==> config.mk <==
export PLATFORM = sky130hd
export DESIGN_NAME = mux_sel_scan
export DESIGN_NICKNAME = d
export VERILOG_FILES = /design/src/rtl/mux_sel_scan.sv
export SDC_FILE = /design/constraint.sdc
export NUM_CORES = 1
export LEC_CHECK = 0
export CORE_UTILIZATION = 48
export CTS_CLUSTER_SIZE = 10
export DETAILED_ROUTE_END_ITERATION = 12
export PLACE_DENSITY_LB_ADDON = 0.1
export SLEW_MARGIN = 0
export SYNTH_ARGS = -nofsm -noshare
export SYNTH_HDL_FRONTEND = slang
export SYNTH_SLANG_ARGS = --single-unit
==> constraint.sdc <==
create_clock -name clk -period 1.8 [get_ports clk]
set_clock_uncertainty 0.15 [all_clocks]
set_input_delay 0.36 -clock clk [delete_from_list [all_inputs] [get_ports clk]]
set_output_delay 0.36 -clock clk [all_outputs]
set_load 0.01 [all_outputs]
==> src/rtl/mux_sel_scan.sv <==
// mux_sel_scan: select sequencer driving S of a downstream 4:1 one-bit mux.
// Scans the enabled channels in ascending circular order, dwelling on each
// for a programmable number of cycles, in one-shot or continuous mode.
module mux_sel_scan #(
  parameter int unsigned DWELL_W = 8
) (
  input  logic               clk,
  input  logic               reset,
  input  logic               start,
  input  logic               mode,
  input  logic [3:0]         mask,
  input  logic [DWELL_W-1:0] dwell,
  input  logic               stop,
  output logic [1:0]         S,
  output logic               valid,
  output logic               busy,
  output logic               frame_done
);

  typedef enum logic {IDLE = 1'b0, DWELL = 1'b1} state_t;

  state_t             state;
  logic [DWELL_W-1:0] cnt;
  logic [DWELL_W-1:0] cap_dwell;
  logic [3:0]         cap_mask;
  logic               cap_mode;
  logic               stop_flag;

  logic [1:0]         first_ch;
  logic [1:0]         last_ch;
  logic [1:0]         next_ch;
  logic [1:0]         start_ch;
  logic [DWELL_W-1:0] start_dwell;
  logic               dwell_end;
  logic               stop_now;

  // Lowest set bit of m (0 when m is empty).
  function automatic logic [1:0] first_set(input logic [3:0] m);
    logic [1:0] r;
    r = 2'd0;
    for (int i = 3; i >= 0; i--) begin
      if (m[i]) r = 2'(i);
    end
    return r;
  endfunction

  // Highest set bit of m (0 when m is empty).
  function automatic logic [1:0] last_set(input logic [3:0] m);
    logic [1:0] r;
    r = 2'd0;
    for (int i = 0; i < 4; i++) begin
      if (m[i]) r = 2'(i);
    end
    return r;
  endfunction

  // First set bit searching x+1, x+2, x+3 (mod 4); falls back to x itself.
  function automatic logic [1:0] next_set(input logic [3:0] m, input logic [1:0] x);
    logic [1:0] r;
    logic [1:0] idx;
    r = x;
    for (int k = 3; k >= 1; k--) begin
      idx = x + 2'(k);
      if (m[idx]) r = idx;
    end
    return r;
  endfunction

  // Channel selection helpers and dwell-end detection.
  always_comb begin
    first_ch    = first_set(cap_mask);
    last_ch     = last_set(cap_mask);
    next_ch     = next_set(cap_mask, S);
    start_ch    = first_set(mask);
    start_dwell = (dwell == '0) ? DWELL_W'(1) : dwell;
    dwell_end   = (cnt == cap_dwell);
    // a stop seen on the frame-end cycle itself still ends this frame
    stop_now    = stop_flag | stop;
  end

  // Scan state machine with registered outputs.
  always_ff @(posedge clk or posedge reset) begin
    if (reset) begin
      state      <= IDLE;
      cnt        <= '0;
      cap_dwell  <= '0;
      cap_mask   <= 4'd0;
      cap_mode   <= 1'b0;
      stop_flag  <= 1'b0;
      S          <= 2'd0;
      valid      <= 1'b0;
      busy       <= 1'b0;
      frame_done <= 1'b0;
    end else begin
      frame_done <= 1'b0;
      case (state)
        IDLE: begin
          if (start && (mask != 4'd0)) begin
            cap_mask  <= mask;
            cap_dwell <= start_dwell;
            cap_mode  <= mode;
            stop_flag <= 1'b0;
            S         <= start_ch;
            cnt       <= DWELL_W'(1);
            valid     <= 1'b1;
            busy      <= 1'b1;
            state     <= DWELL;
          end
        end
        DWELL: begin
          if (stop) stop_flag <= 1'b1;
          if (!dwell_end) begin
            cnt <= cnt + DWELL_W'(1);
          end else if (S != last_ch) begin
            S   <= next_ch;
            cnt <= DWELL_W'(1);
          end else begin
            frame_done <= 1'b1;
            if (cap_mode && !stop_now) begin
              S   <= first_ch;
              cnt <= DWELL_W'(1);
            end else begin
              valid <= 1'b0;
              busy  <= 1'b0;
              state <= IDLE;
            end
          end
        end
        default: state <= IDLE;
      endcase
    end
  end

endmodule

==> results of run 1 <==
worst max-delay path, cell delays in order (launching register included):
cell      delay [ns]
dfrtp_1         0.42
buf_6           0.13
and4bb_2        0.25
o311ai_4        0.39
nor2_1          0.14
o31ai_1         0.30
a31oi_1         0.12
per-stage QoR:
stage	utilization [%]	setup slack, ns	setup TNS, ns
2_1_floorplan	-	0.06936	0
3_3_place_gp	65.53	-0.3013	-6.044
3_5_place_dp	65.53	-0.3603	-6.837
4_1_cts	67.89	-0.08988	-0.3271
5_1_grt	72.85	-0.2248	-1.683
6_report	72.85	-0.1705	-1.018
final cells by class:
cell class | instances | area (um^2)
Clock buffer | 3 | 22.52
Fill cell | 235 | 835.8
Timing Repair Buffer | 65 | 568.0
Inverter | 7 | 26.28
Tap cell | 44 | 55.05
Clock inverter | 1 | 5.005
Sequential cell | 27 | 678.2
Multi-Input combinational cell | 121 | 887.1
worst paths after layout:
| path | to | slack, ns |
|---|---|---|
| min | cap_mask[2]$_DFFE_PP0P_ | 0.19 |
| max in group asynchronous | cnt[2]$_DFFE_PP0P_ | 1.02 |
| max | cnt[5]$_DFFE_PP0P_ | -0.17 |
| max reg2reg | cnt[5]$_DFFE_PP0P_ | -0.17 |
| min in group clk | cap_mask[3]$_DFFE_PP0P_ | 0.31 |
| min reg2reg | cap_mode$_DFFE_PP0P_ | 0.38 |
metal layers:
layer  wire length [um]  part of all wire, %  vias up
met4                226                  5.0        0
li1                   -                    -      715
met5                  0                    0        -
met3                159                  3.5       23
met1               1690                   37      721
met2               2444                   54       58
logic make-up after synthesis:
kind of cell / after synthesis
adder cells (fa/ha/maj): 1
AO/OA/AOI/OAI: 49
XOR/XNOR: 9
flip-flops: 27
buffers and inverters: 16
AND/OR/NAND/NOR: 51
multiplexers: 11
layout by cell type, fill, tap and decap left out, types with 6 or more instances in the layout:
| cell | synthesis | final |
|---|---|---|
| buf_4 | 2 | 39 |
| dfrtp_1 | 27 | 25 |
| clkdlybuf4s50_1 | 0 | 15 |
| nor2_1 | 11 | 10 |
| nand2_1 | 11 | 9 |
| a21oi_1 | 9 | 9 |
| xnor2_1 | 9 | 9 |
| a31oi_1 | 10 | 9 |
| inv_1 | 7 | 7 |
| o21ai_1 | 5 | 7 |
| o21ai_0 | 10 | 6 |
| mux2_2 | 6 | 6 |
| nand3_1 | 6 | 6 |
power breakdown:
| group | total (mW) | leakage (nW) | switching (mW) | internal [mW] |
|---|---|---|---|---|
| clock network | 0.283 | 0.0177 | 0.199 | 0.0840 |
| logic | 1.97 | 0.623 | 0.923 | 1.04 |
| registers | 1.09 | 0.316 | 0.231 | 0.856 |
| total | 3.34 | 0.957 | 1.35 | 1.98 |
sequential cells by signal, indices dropped and copies added (netlist names):
name	cells
cnt	8
busy	1
frame_done	1
stop_flag	1
S	2
state	1
cap_mode	1
cap_dwell	8
cap_mask	4
timing repair:
item                       4_1_cts  5_1_grt
setup buffers                    5        9
setup endpoints to repair        7       15
pin swaps                        2       17
resized for setup                7       32
cloned                           0        0
==> run_results.csv, run 1 <==
group,metric,value,unit
status,status,"finished with violations",
status,violations,"negative setup slack",
synth,syn_avg_cell_area,9.506,um^2
timing,clock.fmax,507.5,MHz
timing,timing.final.crit_share,109.5,%
layout,drive_gt1_share,35.27,%
layout,diodes,0,
timing,setup_viol,12,
timing,worst_pin_slew,0.3885,ns
synth,synth.distinct_cells,41,
global_route,grt_start_max_net_pins,28,
clock_tree,htree_levels,1,
timing,hold-worst-slack,0.1858,ns
placed_design,dpl.hpwl,2917,um
setup_path,r2r_cells,6,
global_route,met1_usage,29.80,%
hold_path,holdCritPathClass,"primary input to asynchronous set/reset pin",
job,max_cap_viol_count,0,
layout,stdcell_count,268,
power_and_ir_drop,power,3.335,mW
placed_design,gp_congestion,0.8255,
synth,yosysSeqAreaShare,43.34,%
layout,final_area,0.002242,mm^2
floorplan,die-height,58.99,um
synth,synth_mux_area_share,7.865,%
drt,avgViaCountPerCell,5.660,
placed_design,place_area,0.002017,mm^2
clock_tree,clk_path_buf_depth,2,
placed_design,io_buffers,21,
clock_tree,root_buffer,"clkbuf_4",
synth,synth_xor_area_share,5.056,%
setup_path,start_kind,"flip-flop",
floorplan,pin_count,22,
synth,yosys.area.top_type,"dfrtp_1",
floorplan,dieArea,0.003480,mm^2
power_and_ir_drop,leakage,0.9574,nW
floorplan,start_util,50.65,%
power_and_ir_drop,vdd.ir_drop.worst,833.2,uV
global_route,grt_pass1_wl,6734,um
global_route,first_global_vias,1485,
global_route,grt.total_usage,25.99,%
power_and_ir_drop,powerDensity,1487,mW/mm^2
synth,synth_warnings,0,
global_route,met3_usage,2.838,%
clock_tree,cts_tree,"done",
drt,drc,0,
synth,synth_top_area_share,43.34,%
synth,syn_nets,182,
global_route,met2_usage,47.40,%
clock_tree,cts_made_buffers,3,
floorplan,core,0.003078,mm^2
drt,drt_iter0_drc,105,
timing,maxSlewViolCount,0,
clock_tree,cts.sink_count,27,
synth,yosys.area_share.simple,17.01,%
setup_path,endpoint_kind,"flip-flop",
setup_path,worstReg2RegStart,"S[1]$_DFFE_PP0P_",
drt,vias,1517,
timing,setup_ws,-0.1705,ns
timing,slew_headroom,74.10,%
clock_tree,clk_latency,0.35,ns
timing,rsz0062_at_grt,"true",
floorplan,die_w,58.99,um
global_route,grt-busiest-layer,"met2",
synth,synth_top_family_by_area,"compound AO/OA/AOI/OAI gates",
clock_tree,hold_buffers,0,
synth,yosys-top-cells-count,"dfrtp_1 (27), nand2_1 (11), nor2_1 (11), a31oi_1 (10), o21ai_0 (10)",
setup_path,worst-path-max-fanout,5,
floorplan,rows,20,
synth,synth-seq-cells,27,
global_route,grt_overflow,0,
synth,synth_fa_ha_area_share,0.8026,%
synth,synthArstFlopShare,100.0,%
drt,routedWlPerCell,16.87,um
timing,period_minus_slack,1.970,ns
timing,hold_violations,0,
synth,yosys-top-cells-area,"dfrtp_1 (43%), xnor2_1 (5.1%), mux2_2 (4.3%), a31oi_1 (4.0%), o21ai_0 (3.2%)",
drt,dr.pass1.iters,4,
synth,syn_inst,164,
synth,synth_edf_count,0,
layout,area_growth,43.82,%
setup_path,worstSetupPathType,"flip-flop to flip-flop",
layout,final_nets,243,
drt,wl,4521,um
placed_design,post-place-cells,250,
setup_path,critPathRequiredTime,1.90,ns
synth,synth.most_common_cell,"dfrtp_1",
global_route,antenna_found_initial,0,
drt,detail-route-antenna-nets,0,
synth,synthesis.area,0.001559,mm^2
setup_path,cp.arrival,2.07,ns
synth,synth_ff_type,"dfrtp_1",
setup_path,startpoint,"S[1]$_DFFE_PP0P_",
clock_tree,clkTransAtPathRegs,0.16,ns
synth,synth_compound_area_share,21.35,%
Power figures use the tool's default switching activity.
==> run 2: changes to the inputs <==
Settings changed: CAP_MARGIN set to 15, TNS_END_PERCENT set to 1.
==> run_results.csv, run 2 (synthesized netlist as in run 1, its figures left out) <==
group,metric,value,unit
status,status,"finished with violations",
status,violations,"negative setup slack",
setup_path,worst-path-max-fanout,5,
job,max_cap_viol_count,0,
layout,final_common_cell,"buf_4",
drt,routedWlPerCell,15.05,um
setup_path,reg2reg_slack,-0.12,ns
layout,most-common-layout-cells,"buf_4 (32), dfrtp_1 (25), clkdlybuf4s50_1 (17), nand2_1 (11), a31oi_1 (10)",
timing,slew_headroom,73.78,%
setup_path,crit_family,"compound AO/OA/AOI/OAI gates",
layout,drive_gt1_share,28.04,%
power_and_ir_drop,powerDensity,1445,mW/mm^2
setup_path,endpoint_kind,"flip-flop",
drt,wl,3882,um
timing,timing.final.crit_share,106.7,%
timing,finalSetupTns,-0.5664,ns
floorplan,dieArea,0.003480,mm^2
timing,maxSlewViolCount,0,
layout,final_nets,233,
global_route,grt.total_usage,24.87,%
layout,diodes,0,
setup_path,r2r_cells,7,
global_route,grt_start_max_net_pins,28,
power_and_ir_drop,power_frac_comb,55.4,%
timing,clock.fmax,520.8,MHz
clock_tree,cts.sink_count,27,
global_route,grt_overflow,0,
power_and_ir_drop,power.internal,1.846,mW
clock_tree,hold_buffers,0,
floorplan,start_util,50.65,%
drt,vias,1464,
timing,worst_pin_slew,0.3923,ns
floorplan,die_w,58.99,um
setup_path,slowest_delay,0.41,ns
clock_tree,cts_tree,"done",
power_and_ir_drop,clkPwrFrac,8.8,%
floorplan,pin_count,22,
power_and_ir_drop,p_switching,1.204,mW
timing,rsz0062_at_grt,"true",
setup_path,cp_slowest_cell,"dfrtp_1",
placed_design,io_buffers,21,
timing,setup_viol,9,
layout,fillers,251,
layout,area_growth,35.39,%
global_route,antenna_found_initial,0,
layout,top_regs,"cap_dwell x8, cnt x8, cap_mask x4",
power_and_ir_drop,p_sw_share,39.48,%
floorplan,die-height,58.99,um
floorplan,core,0.003078,mm^2
power_and_ir_drop,vdd.ir_drop.worst,809.3,uV
setup_path,timing.rr.end,"S[1]$_DFFE_PP0P_",
power_and_ir_drop,p_seq_share,35.8,%
setup_path,critPathRequiredTime,1.90,ns
floorplan,rows,20,
global_route,grt_pass1_wl,6492,um
timing,hold_violations,0,
setup_path,worstReg2RegStart,"S[0]$_DFFE_PP0P_",
timing,setup_ws,-0.1201,ns
clock_tree,root_buffer,"clkbuf_4",
drt,drt_iter0_drc,118,
setup_path,crit_chain,"buf_6 > xnor2_1 > and2_4 > o311ai_4 > and2_4 > a31oi_1 > a31oi_1",
drt,avgViaCountPerCell,5.674,
placed_design,dpl.hpwl,2917,um
power_and_ir_drop,leakage,0.8778,nW
drt,dr.pass1.iters,6,
setup_path,cp.arrival,2.02,ns
timing,hold-worst-slack,0.1948,ns
setup_path,start_kind,"flip-flop",
hold_path,holdCritPathClass,"primary input to asynchronous set/reset pin",
clock_tree,clk_latency,0.34,ns
timing,period_minus_slack,1.920,ns
global_route,first_global_vias,1446,
placed_design,gp_congestion,0.8255,
drt,drc,0,
drt,detail-route-antenna-nets,0,
setup_path,critPathBufInv,1,
clock_tree,htree_levels,1,
setup_path,worstSetupPathType,"flip-flop to flip-flop",
clock_tree,clk_path_buf_depth,2,
clock_tree,clkTransAtPathRegs,0.16,ns
clock_tree,cts_made_buffers,3,
[run 2: worst max path at each step]
stage	from	endpoint	slack (ns)	cells past startpoint
2_1_floorplan	cap_mask[1]$_DFFE_PP0P_	cnt[5]$_DFFE_PP0P_	0.07	7
3_3_place_gp	mask[0]	cnt[4]$_DFFE_PP0P_	-0.30	7
3_5_place_dp	mask[0]	cnt[4]$_DFFE_PP0P_	-0.36	7
4_1_cts	S[0]$_DFFE_PP0P_	cnt[5]$_DFFE_PP0P_	-0.13	7
5_1_grt	S[0]$_DFFE_PP0P_	S[1]$_DFFE_PP0P_	-0.19	7
6_report	S[0]$_DFFE_PP0P_	S[1]$_DFFE_PP0P_	-0.12	7
[run 2: worst min-delay path: stages]
cell and delay [ns]:
clkdlybuf4s50_1 0.39, inv_1 0.05, buf_4 0.32
[run 2: per-layer routing]
metal | track usage [%] | routed length [um] | vias to the layer above
li1 | - | - | 701
met1 | 29.10 | 1567 | 692
met2 | 44.81 | 2049 | 58
met3 | 2.838 | 159 | 13
met4 | 12.59 | 106 | 0
met5 | 0 | 0 | -
[run 2: final cells by class]
type	instances	area, um^2	area share, %
Multi-Input combinational cell	121	843.3	39.95
Sequential cell	27	678.2	32.13
Timing Repair Buffer	55	480.5	22.76
Clock inverter	1	5.005	0.2371
Inverter	7	26.28	1.245
Clock buffer	3	22.52	1.067
Tap cell	44	55.05	2.608
[run 2: through the flow]
step / total power, mW / instances / worst slack (ns) / area (um^2) / util (%)
after floorplan: 2.066 / 164 / 0.06936 / 1559 / -
after global placement: 2.587 / 250 / -0.3013 / 2017 / 65.53
after detailed placement: 2.654 / 250 / -0.3603 / 2017 / 65.53
after CTS: 2.951 / 256 / -0.1267 / 2059 / 66.91
after global routing: 3.256 / 258 / -0.1854 / 2111 / 68.58
final: 3.050 / 258 / -0.1201 / 2111 / 68.58
[run 2: timing repair]
action                     CTS  global route
setup endpoints to repair    7            15
setup buffers                2             2
resized for setup            3            15
pin swaps                    0             5
[run 2: power groups by stage]
| stage | logic, mW | clock network (mW) | registers [mW] |
|---|---|---|---|
| after floorplan | 0.992 | 0 | 1.07 |
| after global placement | 1.48 | 0 | 1.11 |
| after detailed placement | 1.53 | 0 | 1.12 |
| after CTS | 1.59 | 0.279 | 1.08 |
| after global routing | 1.84 | 0.292 | 1.12 |
| final | 1.69 | 0.269 | 1.09 |
